<file path="src/rtl/apb_master_bridge.sv">
// apb_master_bridge: APB3 requester turning one core load/store into one APB transfer,
// with base-window decode and a bounded PREADY wait.
module apb_master_bridge #(
    parameter int          ADDR_W    = 5,
    parameter logic [31:0] BASE_ADDR = 32'h4000_0000,
    parameter int          TIMEOUT   = 16
) (
    input  logic              PCLK,
    input  logic              PRESETn,
    input  logic              req_valid,
    output logic              req_ready,
    input  logic              req_write,
    input  logic [31:0]       req_addr,
    input  logic [31:0]       req_wdata,
    output logic              rsp_valid,
    output logic [31:0]       rsp_rdata,
    output logic              rsp_err,
    output logic              busy,
    output logic              PSEL,
    output logic              PENABLE,
    output logic              PWRITE,
    output logic [ADDR_W-1:0] PADDR,
    output logic [31:0]       PWDATA,
    input  logic [31:0]       PRDATA,
    input  logic              PREADY
);
    localparam int CW = (TIMEOUT > 0) ? $clog2(TIMEOUT + 1) : 1;
    localparam logic [CW-1:0] T_LAST = CW'((TIMEOUT > 0) ? TIMEOUT - 1 : 0);
    localparam logic [2:0] IDLE = 3'd0, SETUP = 3'd1, ACCESS = 3'd2, RESP = 3'd3, DERR = 3'd4;
    logic [2:0]    r_state;
    logic [2:0]    w_next;
    logic [CW-1:0] r_cnt;
    logic          w_hit;
    logic          w_abort;
    assign w_hit     = req_addr[31:ADDR_W] == BASE_ADDR[31:ADDR_W];
    assign req_ready = r_state == IDLE;
    assign busy      = r_state != IDLE;
    // PREADY wins over an expiring counter in the same cycle
    assign w_abort   = (r_state == ACCESS) && !PREADY && (TIMEOUT != 0) && (r_cnt == T_LAST);
    always_comb begin
        w_next = (r_state == IDLE)   ? (req_valid ? (w_hit ? SETUP : DERR) : IDLE) :
                 (r_state == SETUP)  ? ACCESS :
                 (r_state == ACCESS) ? ((PREADY || w_abort) ? RESP : ACCESS) :
                                       IDLE;
    end
    always_ff @(posedge PCLK or negedge PRESETn) begin
        if (!PRESETn) begin
            r_state   <= IDLE;
            r_cnt     <= '0;
            PSEL      <= 1'b0;
            PENABLE   <= 1'b0;
            PWRITE    <= 1'b0;
            PADDR     <= '0;
            PWDATA    <= '0;
            rsp_valid <= 1'b0;
            rsp_err   <= 1'b0;
            rsp_rdata <= '0;
        end else begin
            r_state   <= w_next;
            r_cnt     <= (r_state == ACCESS && !PREADY) ? ((&r_cnt) ? r_cnt : r_cnt + 1'b1) : '0;
            PSEL      <= (w_next == SETUP) || (w_next == ACCESS);
            PENABLE   <= w_next == ACCESS;
            rsp_valid <= (w_next == RESP) || (w_next == DERR);
            rsp_err   <= (w_next == DERR) || w_abort;
            rsp_rdata <= (r_state == ACCESS && PREADY && !PWRITE) ? PRDATA : '0;
            if (r_state == IDLE && req_valid && w_hit) begin
                PADDR  <= req_addr[ADDR_W-1:0];
                PWRITE <= req_write;
                PWDATA <= req_wdata;
            end
        end
    end
endmodule

</file>
<file path="config.mk">
export PLATFORM = sky130hd
export DESIGN_NAME = apb_master_bridge
export DESIGN_NICKNAME = d
export VERILOG_FILES = /design/src/rtl/apb_master_bridge.sv
export SDC_FILE = /design/constraint.sdc
export NUM_CORES = 1
export LEC_CHECK = 0
export ABC_AREA = 1
export BUFFER_PORTS_ARGS = -buffer_cell sky130_fd_sc_hd__buf_4
export CAP_MARGIN = 5
export CORE_MARGIN = 2
export CORE_UTILIZATION = 30
export CTS_CLUSTER_SIZE = 8
export DETAILED_ROUTE_END_ITERATION = 12
export PLACE_DENSITY = 0.57
export SYNTH_ARGS = -nofsm -noshare
export SYNTH_HDL_FRONTEND = slang
export SYNTH_SLANG_ARGS = --single-unit
</file>
<file path="constraint.sdc">
create_clock -name PCLK -period 2.1 [get_ports PCLK]
set_clock_uncertainty 0.1 [all_clocks]
set_input_delay 0.63 -clock PCLK [delete_from_list [all_inputs] [get_ports PCLK]]
set_output_delay 0.63 -clock PCLK [all_outputs]
set_load 0.02 [all_outputs]
</file>
==> results of run 1 <==
[worst max path at each step]
stage	start	to	depth (start not counted)
after floorplan	req_addr[29]	PADDR[0]	8
after global placement	req_addr[29]	PWDATA[19]	8
after detailed placement	req_addr[29]	PWDATA[3]	8
after CTS	r_state[1]	busy	5
after global routing	r_state[1]	busy	5
final	r_state[1]	busy	5
[flip-flops by register name (all words and copies together), names as in the netlist]
signal and count:
PWDATA 32, rsp_rdata 32, PADDR 5, r_cnt 5, r_state 3, PENABLE 1, PSEL 1, PWRITE 1
rsp_err 1, rsp_valid 1
[final cells by class]
type	instances	area (sq um)	share of cell area [%]
clock buffers	12	155	3.09
clock inverters	4	26.3	0.523
inverters	64	240	4.79
multi-input cells	217	942	18.8
flip-flops and latches	82	2050	40.9
well taps	140	175	3.49
repair buffers	185	1430	28.5
[cells by family after synthesis]
kind of cell	Yosys count	synth area share, %
and+or+nand+nor	206	25.9
AOI/OAI and AO/OA	7	1.06
DFF	82	61.9
buffers and inverters	79	9.74
adders and majority gates	3	1.13
xor gates and xnor gates	1	0.264
[power by group]
| part | leakage (nW) | internal [mW] | switching (mW) |
|---|---|---|---|
| Clock | 0.0924 | 0.493 | 0.560 |
| Sequential | 1.14 | 1.58 | 0.00210 |
| Combinational | 1.77 | 0.149 | 0.110 |
[worst register-to-register path: cells and delay by family (launching register included)]
kind                     cells  cell delay, ns
AO/OA/AOI/OAI                2            0.47
flip-flops                   1            0.39
buffers and inverters        1            0.05
AND/OR/NAND/NOR              4            0.32
adder cells (fa/ha/maj)      2            0.40
[metrics by stage]
stage / util (%) / std cells
floorplan: - / 378
global placement: 44.7 / 687
detailed placement: 44.7 / 687
CTS: 46.5 / 704
global route: 46.5 / 704
finish: 46.5 / 704
[repair_timing]
| item | 4_1_cts | 5_1_grt |
|---|---|---|
| endpoints found under the hold margin | 3 | 0 |
| hold buffers | 1 | 0 |
| buffers inserted | 0 | 0 |
[placed cells by master (no fill, tap or decap)]
| cell | n |
|---|---|
| sky130_fd_sc_hd__nor2_2 | 1 |
| sky130_fd_sc_hd__nand3_1 | 45 |
| sky130_fd_sc_hd__nor3_1 | 1 |
| sky130_fd_sc_hd__ha_1 | 3 |
| sky130_fd_sc_hd__clkinv_2 | 2 |
| sky130_fd_sc_hd__nor2_1 | 56 |
| sky130_fd_sc_hd__nor2_4 | 2 |
| sky130_fd_sc_hd__inv_1 | 62 |
| sky130_fd_sc_hd__inv_2 | 2 |
| sky130_fd_sc_hd__clkinv_4 | 1 |
| sky130_fd_sc_hd__buf_4 | 181 |
| sky130_fd_sc_hd__clkinvlp_4 | 1 |
| sky130_fd_sc_hd__nand3_2 | 1 |
| sky130_fd_sc_hd__buf_12 | 3 |
| sky130_fd_sc_hd__clkbuf_8 | 11 |
| sky130_fd_sc_hd__nor4_1 | 1 |
| sky130_fd_sc_hd__a21oi_1 | 1 |
| sky130_fd_sc_hd__nand2_1 | 98 |
| sky130_fd_sc_hd__dfrtp_1 | 82 |
| sky130_fd_sc_hd__nand3b_1 | 1 |
| sky130_fd_sc_hd__dlygate4sd3_1 | 1 |
| sky130_fd_sc_hd__o21ai_0 | 6 |
| sky130_fd_sc_hd__clkbuf_1 | 1 |
| sky130_fd_sc_hd__xor2_1 | 1 |
[per-layer routing]
layer  global-route usage [%]  vias to the layer above
met5                        0                        -
met4                     6.04                        0
met3                     3.41                        9
met2                     25.2                       80
met1                     18.1                     1366
li1                         -                     1486
==> flow_summary.ini, run 1 <==
[drt]
wl_mm = 8.70
drc_errors = 0
ant_nets = 0
routed_via_density = 4.18
route.layer.met1.wl_mm = 3.54
routed-wl-met3_um = 526
drt-pass1-iter-count = 4
drt_first_iter_violations = 86
routed-wl-met2_mm = 4.48
uppermost_layer_routed = met4
num_vias = 2941
detail_route.wl_per_cell_um = 12.4

[synth]
synth_top_cells_by_area = sky130_fd_sc_hd__dfrtp_1, sky130_fd_sc_hd__nand2_1, sky130_fd_sc_hd__inv_1, sky130_fd_sc_hd__nand3_1, sky130_fd_sc_hd__nor2_1
syn_inst = 378
synthesis.area_sq_um = 3310
ys_async_sr_fraction_pct = 100
synth.most_common_cell = sky130_fd_sc_hd__nand2_1
ys_top_cells_by_count = sky130_fd_sc_hd__nand2_1, sky130_fd_sc_hd__dfrtp_1, sky130_fd_sc_hd__inv_1
ys_dominant_reg_cell = sky130_fd_sc_hd__dfrtp_1
number_of_distinct_standard_cells_referenced_by_the_synthesized_netlist = 19
synthesis.yosys.warnings = 0
synth_fp_nets = 482
synth_largest_area_cell = sky130_fd_sc_hd__dfrtp_1
post-synth-top-area-fraction_pct = 61.9
synth_seq_cells = 82
avgSynthCellArea_sq_um = 8.77
synth-edff-count = 0
synth.yosys.seq_area_share_pct = 61.9

[global_route]
initial_antenna_violation_count = 0
globalRouteOverflowTotal = 0
largest_net_degree_at_the_start_of_global_routing = 55
grt_first_pass_wirelength_mm = 13.6
grt.total_usage_pct = 14.8
first_global_vias = 2873

[worst_setup_path]
critical_path_start_type = flop
cp_top_family = flip-flops
critical_path.most_common_cell = sky130_fd_sc_hd__inv_2
worstPathBufferInverterCount = 3
rr_startpoint = r_cnt[0]
crit_path_end_kind = output pin
crit_required_ns = 1.37
crit_path_top_delay_cell = sky130_fd_sc_hd__dfrtp_1
crit_path_max_incr_delay_ns = 0.40
crit_chain = nor2_1, inv_2, nor2_4, inv_2, buf_4
capture_instance_of_the_worst_register_to_register_path = PSEL
rrSetupSlack_ns = 0.33
timing_worst_setup_path_type = flop to output pin
crit_fanout = 3
worst-r2r-cell-count = 9
arrival_ns = 1.26

[sta]
finalWorstSetupSlack_ns = 0.110
finalCritPeriodShare_pct = 94.8
min_cycle_time_layout_ns = 1.99
setup-tns-final_ns = 0
final-max-slew-violation-count = 0
fmaxAchievable_mhz = 503
setup_viol = 0
slew_headroom_pct = 74.7
hold_ws_ns = 0.377
finalHoldViolCount = 0
max_slew.worst_pin.slew_ns = 0.376
grt_setup_unrepaired = no

[placed_design]
place.gp.congestion = 0.725
buffer_ports.inserted = 176
preCtsSetupSlack_ns = 0.206
detailed_place_hpwl_mm = 6.51
postPlaceCellArea_sq_um = 4830

[die]
floorplan.die_area_sq_um = 11900
die_w_um = 109
placementRows = 38
die-height_um = 109
start_util_pct = 30.7
core_region_area_sq_um = 10800
io_pins = 177

[cts]
clkTransAtPathRegs_ns = 0.08
cts_tree = yes
cts_sinks = 82
cts_resized = 0
clockRootBuffer = sky130_fd_sc_hd__clkbuf_8
clock_tree.buffer_depth = 2
number_of_clock_buffers_inserted_by_tritoncts = 9
worst_skew_late_latency_ns = 0.34
cts_htree_levels = 3

[status]
status = completed

[run]
maxCapViolCount = 0

[pwr]
peak_supply_drop_mv = 0.327
power.leakage_nw = 3.00
power.density_nw_per_um2 = 577
total_power_mw = 2.90

[hold_path]
hp-class = flop to flop
min-delay-start = PWDATA[29]
timing.hold.worst_endpoint = PWDATA[29]
number_of_instances_on_the_worst_hold_path = 2

[final_layout]
finish.net_count = 663
synthToLayoutAreaGrowth_pct = 51.5
antenna_cells = 0
layout.cell_area.non_filler_sq_um = 5020
final.fill_count = 1065
drive_above_1_share_pct = 36.3
Power figures use the tool's default switching activity.
==> inputs of run 2 (changes only) <==
CORE_ASPECT_RATIO = 0.5   (was not set)
clock period = 1.9 ns   (was 2.1 ns; I/O delays follow)
==> flow_summary.ini, run 2 (same netlist as run 1, synthesis figures left out) <==
[drt]
drt_first_iter_violations = 162
ant_nets = 0
drt-pass1-iter-count = 4
routed_via_density = 4.13
wl_mm = 8.61
num_vias = 2919
drc_errors = 0
detail_route.wl_per_cell_um = 12.2

[final_layout]
final.fill_count = 1046
antenna_cells = 0
final_util_pct = 47.4
drive_above_1_share_pct = 36.7
finish.net_count = 664
biggestRegsByFlops = PWDATA x32, rsp_rdata x32
synthToLayoutAreaGrowth_pct = 55.4
layout.cell_area.non_filler_sq_um = 5150
final_cell_mix = sky130_fd_sc_hd__buf_4, sky130_fd_sc_hd__nand2_1, sky130_fd_sc_hd__dfrtp_1
layout.cells.most_common = sky130_fd_sc_hd__buf_4

[worst_setup_path]
arrival_ns = 1.21
crit_required_ns = 1.23
worst-r2r-cell-count = 9
crit_path_max_incr_delay_ns = 0.40
critical_path_start_type = flop
rrSetupSlack_ns = 0.22
rr_startpoint = r_cnt[0]
crit_chain = nor2_2, inv_2, nor2_4, inv_2, buf_6
crit_fanout = 3
timing_worst_setup_path_type = flop to output pin
capture_instance_of_the_worst_register_to_register_path = PSEL
critical_path.most_common_cell = sky130_fd_sc_hd__inv_2
crit_path_top_delay_cell = sky130_fd_sc_hd__dfrtp_1
crit_path_end_kind = output pin

[pwr]
total_power_mw = 3.80
power.density_nw_per_um2 = 738
peak_supply_drop_mv = 0.478
p_sw_uw = 765
fraction_of_power_consumed_by_sequential_logic_pct = 46.1
relative_contribution_of_the_clock_network_to_total_power_pct = 46.5
power.leakage_nw = 3.07
sw_frac_of_total_pct = 20.1
power.combinational.fraction_pct = 7.4
internal-power_mw = 3.04

[placed_design]
postPlaceCellArea_sq_um = 4850
detailed_place_hpwl_mm = 6.39
buffer_ports.inserted = 176
place.gp.congestion = 0.774

[run]
maxCapViolCount = 0

[sta]
max_slew.worst_pin.slew_ns = 0.411
slew_headroom_pct = 72.5
setup_viol = 0
final-max-slew-violation-count = 0
finalCritPeriodShare_pct = 99.1
fmaxAchievable_mhz = 531
finalHoldViolCount = 0
grt_setup_unrepaired = yes
min_cycle_time_layout_ns = 1.88

[global_route]
grt.total_usage_pct = 14.7
initial_antenna_violation_count = 0
grt_first_pass_wirelength_mm = 14.2
globalRouteOverflowTotal = 0
first_global_vias = 2795
largest_net_degree_at_the_start_of_global_routing = 43

[cts]
clkTransAtPathRegs_ns = 0.06
cts_tree = yes
worst_skew_late_latency_ns = 0.32
cts_htree_levels = 3
cts.hold.buffers_added = 0
postCtsSetupBuffers = 0
clock_tree.buffer_depth = 2
number_of_clock_buffers_inserted_by_tritoncts = 9
clockRootBuffer = sky130_fd_sc_hd__clkbuf_16
cts_sinks = 82

[die]
core_region_area_sq_um = 10900
io_pins = 177
start_util_pct = 30.5
floorplan.die_area_sq_um = 12000
placementRows = 27
die-height_um = 78.3
die_w_um = 153

[hold_path]
hp-class = input pin to asynchronous set/reset pin

[status]
status = completed
[run 2: worst max path at each step]
stage                       from          to  slack, ns  cells past startpoint
floorplan           req_addr[29]    PADDR[0]       0.26                      8
finish                r_state[1]        busy       0.02                      5
global route          r_state[1]        busy      -0.05                      5
detailed placement  req_addr[29]  PWDATA[16]       0.11                      7
CTS                   r_state[1]        busy     -0.002                      5
global placement    req_addr[29]     rsp_err       0.12                      6
[run 2: worst max-delay path, delay by kind of cell, from the launching register on]
kind	cells	cell delay [ns]
flops	1	0.40
buf+inv	3	0.26
simple gates	2	0.23
[run 2: metal layers]
layer	wire, um	global-route usage (%)
met5	0	0
met4	125	3.70
met3	336	3.75
met2	4550	26.0
met1	3590	18.3
[run 2: cell type report]
| cell class | instances | area [sq um] | share of cell area (%) |
|---|---|---|---|
| Sequential cell | 82 | 2050 | 39.8 |
| Tap cell | 145 | 181 | 3.52 |
| Inverter | 64 | 240 | 4.66 |
| Multi-Input combinational cell | 217 | 945 | 18.3 |
| Clock inverter | 4 | 70.1 | 1.36 |
| Clock buffer | 9 | 225 | 4.37 |
| Timing Repair Buffer | 186 | 1440 | 27.9 |
[run 2: power groups by stage]
stage / Combinational, mW / Sequential, mW / Clock [mW]
detailed placement: 0.286 / 1.78 / 0
finish: 0.282 / 1.75 / 1.77
CTS: 0.288 / 1.75 / 1.82
floorplan: 0.0604 / 1.79 / 0
global placement: 0.285 / 1.78 / 0
global route: 0.313 / 1.75 / 1.89
[run 2: through the flow]
stage | hold WS (ns) | std cells | setup WS (ns) | TNS (ns)
floorplan | 0.174 | 378 | 0.257 | 0
global placement | 0.357 | 694 | 0.124 | 0
detailed placement | 0.363 | 694 | 0.111 | 0
CTS | 0.0616 | 707 | -0.00214 | -0.00214
global route | 0.0746 | 707 | -0.0478 | -0.0484
finish | 0.0550 | 707 | 0.0166 | 0
[run 2: repair_timing]
item	CTS	global route
pin swaps	0	0
resized for setup	1	1
cloned	0	0
setup endpoints to repair	1	2
